**src/rtl/if_fetch.sv**
```systemverilog
// MIPS instruction-fetch stage: owns the PC, runs one SRAM-like fetch at a time and
// presents {pc, inst} to IF/ID, honouring stall, flush and delayed branch redirects.
module if_fetch #(
    parameter logic [31:0] RESET_PC = 32'hBFC00000
) (
    input  logic        clk,
    input  logic        rst,
    input  logic [5:0]  stall,
    input  logic        flush,
    input  logic [31:0] new_pc,
    input  logic        branch_flag_i,
    input  logic [31:0] branch_target_i,
    output logic        inst_req,
    output logic [31:0] inst_addr,
    input  logic        inst_addr_ok,
    input  logic        inst_data_ok,
    input  logic [31:0] inst_rdata,
    output logic [31:0] pc_o,
    output logic [31:0] inst_o,
    output logic        adel_o,
    output logic        stallreq_from_if
);

    localparam logic [1:0] ST_REQ  = 2'd0;
    localparam logic [1:0] ST_WAIT = 2'd1;
    localparam logic [1:0] ST_DONE = 2'd2;

    logic [1:0]  state_q, state_d;
    logic [31:0] pc_q, pc_d;
    logic [31:0] req_addr_q, req_addr_d;
    logic [31:0] inst_buf_q, inst_buf_d;
    logic        adel_buf_q, adel_buf_d;
    logic        discard_q, discard_d;
    logic        misaligned;

    assign misaligned = (req_addr_q[1:0] != 2'b00);

    // Next-state and datapath update for the fetch FSM
    always_comb begin
        state_d    = state_q;
        pc_d       = pc_q;
        req_addr_d = req_addr_q;
        inst_buf_d = inst_buf_q;
        adel_buf_d = adel_buf_q;
        discard_d  = discard_q;

        case (state_q)
            ST_REQ: begin
                if (misaligned) begin
                    // A misaligned PC never reaches the bus; a flush simply retargets it.
                    if (flush) begin
                        state_d = ST_REQ;
                    end else begin
                        state_d    = ST_DONE;
                        inst_buf_d = 32'h0000_0000;
                        adel_buf_d = 1'b1;
                    end
                end else begin
                    if (inst_addr_ok) begin
                        state_d = ST_WAIT;
                    end else begin
                        state_d = ST_REQ;
                    end
                    discard_d = discard_q | flush;
                end
            end
            ST_WAIT: begin
                if (inst_data_ok) begin
                    if (discard_q || flush) begin
                        state_d   = ST_REQ;
                        discard_d = 1'b0;
                    end else begin
                        state_d    = ST_DONE;
                        inst_buf_d = inst_rdata;
                        adel_buf_d = 1'b0;
                    end
                end else begin
                    discard_d = discard_q | flush;
                end
            end
            ST_DONE: begin
                if (flush) begin
                    state_d = ST_REQ;
                end else if (!stall[0]) begin
                    // Branch seen in ID now belongs to the slot just delivered (delay slot).
                    state_d = ST_REQ;
                    pc_d    = branch_flag_i ? branch_target_i : (req_addr_q + 32'd4);
                end else begin
                    state_d = ST_DONE;
                end
            end
            default: begin
                state_d = ST_REQ;
            end
        endcase

        if (flush) begin
            pc_d = new_pc;
        end else begin
            pc_d = pc_d;
        end

        // Latch the fetch address whenever a fresh request phase begins.
        if ((state_d == ST_REQ) && ((state_q != ST_REQ) || misaligned)) begin
            req_addr_d = pc_d;
        end else begin
            req_addr_d = req_addr_d;
        end
    end

    // State registers with synchronous reset
    always_ff @(posedge clk) begin
        if (rst) begin
            state_q    <= ST_REQ;
            pc_q       <= RESET_PC;
            req_addr_q <= RESET_PC;
            inst_buf_q <= 32'h0000_0000;
            adel_buf_q <= 1'b0;
            discard_q  <= 1'b0;
        end else begin
            state_q    <= state_d;
            pc_q       <= pc_d;
            req_addr_q <= req_addr_d;
            inst_buf_q <= inst_buf_d;
            adel_buf_q <= adel_buf_d;
            discard_q  <= discard_d;
        end
    end

    assign inst_req         = !rst && (state_q == ST_REQ) && !misaligned;
    assign inst_addr        = req_addr_q;
    assign pc_o             = req_addr_q;
    assign inst_o           = inst_buf_q;
    assign adel_o           = adel_buf_q;
    assign stallreq_from_if = !rst && (state_q != ST_DONE);

endmodule

```
**config.mk**
```make
export PLATFORM = sky130hd
export DESIGN_NAME = if_fetch
export DESIGN_NICKNAME = d
export VERILOG_FILES = /design/src/rtl/if_fetch.sv
export SDC_FILE = /design/constraint.sdc
export NUM_CORES = 1
export LEC_CHECK = 0
export CORE_MARGIN = 2
export CORE_UTILIZATION = 32
export DETAILED_ROUTE_END_ITERATION = 10
export PLACE_DENSITY = 0.65
export SYNTH_ARGS = -nofsm -noshare
export SYNTH_HDL_FRONTEND = slang
export SYNTH_SLANG_ARGS = --single-unit
```
**constraint.sdc**
```tcl
create_clock -name clk -period 2.15 [get_ports clk]
set_clock_uncertainty 0.05 [all_clocks]
set_input_delay 0.215 -clock clk [delete_from_list [all_inputs] [get_ports clk]]
set_output_delay 0.215 -clock clk [all_outputs]
set_load 0.005 [all_outputs]
```
==> qor.tcl, run 1 <==
set qor(slew_violations) 0
set qor(synth_top_family_by_area) {simple AND/OR/NAND/NOR gates}
set qor(io_port_bufs) 201
set qor(routabilityCongestion) 0.820
set qor(leakagePower_nw) 2.92
set qor(slew_headroom) 0.566
set qor(nNetsFinal) 941
set qor(htree_num_levels) 3
set qor(post_detailed_route_wirelength_per_cell_um) 16.0
set qor(finalHoldViolations) 0
set qor(yosys_register_bits) 100
set qor(synth-adder-area-share) 0.00246
set qor(crit_path_time_final_ps) 2010
set qor(placed_cells) 1037
set qor(fp-row-count) 46
set qor(cell_at_the_root_of_the_clock_tree) {sky130_fd_sc_hd__clkbuf_16}
set qor(cts_max_path_buffers) 2
set qor(post_detailed_route_drc_marker_count) 0
set qor(worst_hold_class) {primary input to register}
set qor(run_status) {completed}
set qor(dieHeight_um) 130
set qor(fraction_of_synthesized_cell_area_taken_by_the_top_area_cell_type) 0.393
set qor(routed-via-count) 5293
set qor(wl_um) 16900
set qor(startpoint_class_of_the_critical_path) {register}
set qor(crit_arrival_ps) 2250
set qor(grt_start_max_net_pins) 44
set qor(layout.cells.most_common_list) {199 x sky130_fd_sc_hd__clkdlybuf4s50_1, 100 x sky130_fd_sc_hd__dfxtp_1, 96 x sky130_fd_sc_hd__nor2_1}
set qor(synth-xor-area-share) 0.0396
set qor(synthMuxAreaShare) 0.0120
set qor(final_antenna_net_count) 0
set qor(groute.usage.overall) 0.200
set qor(grt_residual_overflow) 0
set qor(final-seq-area_um2) 2000
set qor(max_cap_viol_count) 0
set qor(power.density_cell_area_nw_per_um2) 1020
set qor(drtIter0Drc) 319
set qor(simple_gate_share_of_the_synthesized_area) 0.240
set qor(antenna_violations_before_repair) 1
set qor(worst-path-max-fanout) 6
set qor(setup_viol_count_final) 0
set qor(n_fill_cell) 1543
set qor(worst_hold_slack_after_final_layout_ps) 200
set qor(yosys.area.top_type) {sky130_fd_sc_hd__dfxtp_1}
set qor(final_core_util) 0.495
set qor(initial_utilization) 0.324
set qor(worst_ep_required_time_ps) 2390
set qor(detail_route.vias_per_cell) 5.02
set qor(cts_inserted_buffers) 9
set qor(fin_cells) 1054
set qor(synthesis.area_per_instance_um2) 7.94
set qor(final_min_period_over_clock_period) 0.936
set qor(die_w_um) 130
set qor(postSynthCellCount) 641
set qor(clkSlewWorstSetupHoldPaths_ps) 70
set qor(multiInputGateArea_um2) 2650
set qor(timing.setup.tns_ps) 0
set qor(synthDistinctLibCells) 57
set qor(maximum_vdd_drop_v) 0.000621
set qor(grt_setup_unrepaired) {no}
set qor(max_slew.worst_pin.slew_ps) 650
set qor(cts_tree) {yes}
set qor(power_total_mw) 7.96
set qor(async_flop_share) 0
set qor(detailedRoute.firstPassIterationCount) 5
set qor(maxClockFrequency_ghz) 0.497
set qor(drive_gt1_frac) 0.109
set qor(cts_setup_buffers) 0
set qor(warnings_synthesis) 0
set qor(end_kind) {register}
set qor(insertion_delay_ps) 350
set qor(main_area_contributors_after_synthesis) {sky130_fd_sc_hd__dfxtp_1 39%, sky130_fd_sc_hd__nor2_1 7.1%, sky130_fd_sc_hd__buf_4 4.9%, sky130_fd_sc_hd__a22oi_1 4.7%, sky130_fd_sc_hd__a21oi_1 4.3%}
set qor(core_region_area_um2) 15700
set qor(synthFlopType) {sky130_fd_sc_hd__dfxtp_1}
set qor(synth_compound_area_frac) 0.219
set qor(worst-setup-path-type) {register to register}
set qor(vias_in_the_first_global_route) 5018
set qor(ioPinCount) 207
set qor(synthesis.nets) 750
set qor(tritoncts_num_sinks) 100
set qor(synthToLayoutAreaGrowth_pct) 52.9
set qor(synth.cell_area_um2) 5090
set qor(hold_buffers) 0
set qor(dp_hpwl_um) 12300
set qor(grt_first_pass_wirelength_um) 26400
set qor(share_of_the_yosys_chip_area_belonging_to_registers) 0.393
set qor(synth_edf_count) 0
set qor(final_common_cell) {sky130_fd_sc_hd__clkdlybuf4s50_1}
set qor(die_area_um2) 16900
-- power breakdown --
group / leakage [nW] / switching (mW) / internal, mW
clock: 0.147 / 0.708 / 0.934
sequential: 0.820 / 0.340 / 2.20
combinational: 1.95 / 1.69 / 2.09
total: 2.92 / 2.74 / 5.22
-- area by class of cell --
type | instances | share of cell area
antenna | 1 | 0.000322
clock buffer | 12 | 0.0317
clock inverter | 4 | 0.00627
inverter | 10 | 0.00482
multi-input combinational | 450 | 0.340
sequential | 100 | 0.257
tap | 216 | 0.0347
timing repair buffer | 261 | 0.325
-- kinds of logic after synthesis --
kind of cell             Yosys count
buffers and inverters             91
AND/OR/NAND/NOR                  250
flip-flops                       100
XOR/XNOR                          23
adder cells (fa/ha/maj)            1
AO/OA/AOI/OAI                    170
multiplexers                       6
-- routing by layer --
metal	track usage	wire length, um	up-vias
li1	-	-	2630
met1	0.241	7190	2448
met2	0.330	7930	207
met3	0.0849	1680	8
met4	0.0474	114	0
met5	0	0	-
-- state kept, by name, summed over array words and instances (netlist names) --
register,cells
discard_q,1
adel_o,1
inst_addr,32
state_q,2
inst_o,32
pc_q,32
-- repair_timing --
item	4_1_cts	5_1_grt
pin swaps	0	1
endpoints found under the setup margin	1	7
resized for setup	1	5
-- final timing paths --
kind | start | cells after the start | to | slack (ps)
worst max register to register | inst_addr[7] | 6 | inst_addr[26] | 140
worst min register to register | adel_o | 2 | adel_o | 410
worst min-delay path | rst | 2 | inst_addr[22] | 200
worst max-delay path | inst_addr[7] | 6 | inst_addr[26] | 140
-- synth_stat cells (2+ instances only) --
cell type / count
sky130_fd_sc_hd__a211oi_1: 18
sky130_fd_sc_hd__a21o_1: 5
sky130_fd_sc_hd__a21oi_1: 44
sky130_fd_sc_hd__a221oi_1: 6
sky130_fd_sc_hd__a22oi_1: 32
sky130_fd_sc_hd__a32oi_1: 3
sky130_fd_sc_hd__and2_1: 6
sky130_fd_sc_hd__and3_1: 8
sky130_fd_sc_hd__and4_1: 3
sky130_fd_sc_hd__buf_2: 9
sky130_fd_sc_hd__buf_4: 33
sky130_fd_sc_hd__clkbuf_1: 38
sky130_fd_sc_hd__dfxtp_1: 100
sky130_fd_sc_hd__inv_1: 10
sky130_fd_sc_hd__mux2i_1: 5
sky130_fd_sc_hd__nand2_1: 50
sky130_fd_sc_hd__nand2b_1: 4
sky130_fd_sc_hd__nand3_1: 22
sky130_fd_sc_hd__nand3b_1: 10
sky130_fd_sc_hd__nand4_1: 15
sky130_fd_sc_hd__nor2_1: 96
sky130_fd_sc_hd__nor3_1: 11
sky130_fd_sc_hd__nor3b_1: 6
sky130_fd_sc_hd__nor4_1: 2
sky130_fd_sc_hd__o211ai_1: 5
sky130_fd_sc_hd__o21a_1: 2
sky130_fd_sc_hd__o21ai_0: 32
sky130_fd_sc_hd__o21ai_1: 3
sky130_fd_sc_hd__o2bb2ai_1: 2
sky130_fd_sc_hd__o311a_1: 2
sky130_fd_sc_hd__o311ai_0: 2
sky130_fd_sc_hd__o31ai_1: 5
sky130_fd_sc_hd__or2_1: 3
sky130_fd_sc_hd__or2_2: 2
sky130_fd_sc_hd__or3_1: 2
sky130_fd_sc_hd__or4_1: 3
sky130_fd_sc_hd__xnor2_1: 12
sky130_fd_sc_hd__xor2_1: 11
-- worst max-delay path, cell delays in order (launching register included) --
cell and delay, ps:
sky130_fd_sc_hd__dfxtp_1 330, sky130_fd_sc_hd__and4_1 360, sky130_fd_sc_hd__nand4_1 300, sky130_fd_sc_hd__or4_1 540, sky130_fd_sc_hd__a32oi_1 250, sky130_fd_sc_hd__nand2_1 80
sky130_fd_sc_hd__nand2_1 60
-- through the flow --
step	instance area, um^2	setup slack, ps
finish	7780	138
global route	7780	8.94
CTS	7760	53.8
detailed placement	7460	-24.1
global placement	7460	-7.74
floorplan	5090	202
Power figures use the tool's default switching activity.
==> run 2: changes to the inputs <==
--- a/config.mk
+++ b/config.mk
@@ -8,6 +8,7 @@
 export CORE_MARGIN = 2
 export CORE_UTILIZATION = 32
 export DETAILED_ROUTE_END_ITERATION = 10
+export GPL_ROUTABILITY_DRIVEN = 0
 export PLACE_DENSITY = 0.65
 export SYNTH_ARGS = -nofsm -noshare
 export SYNTH_HDL_FRONTEND = slang
==> results of run 2 <==
The final DEF is identical to that of run 1; final timing and power are the same.
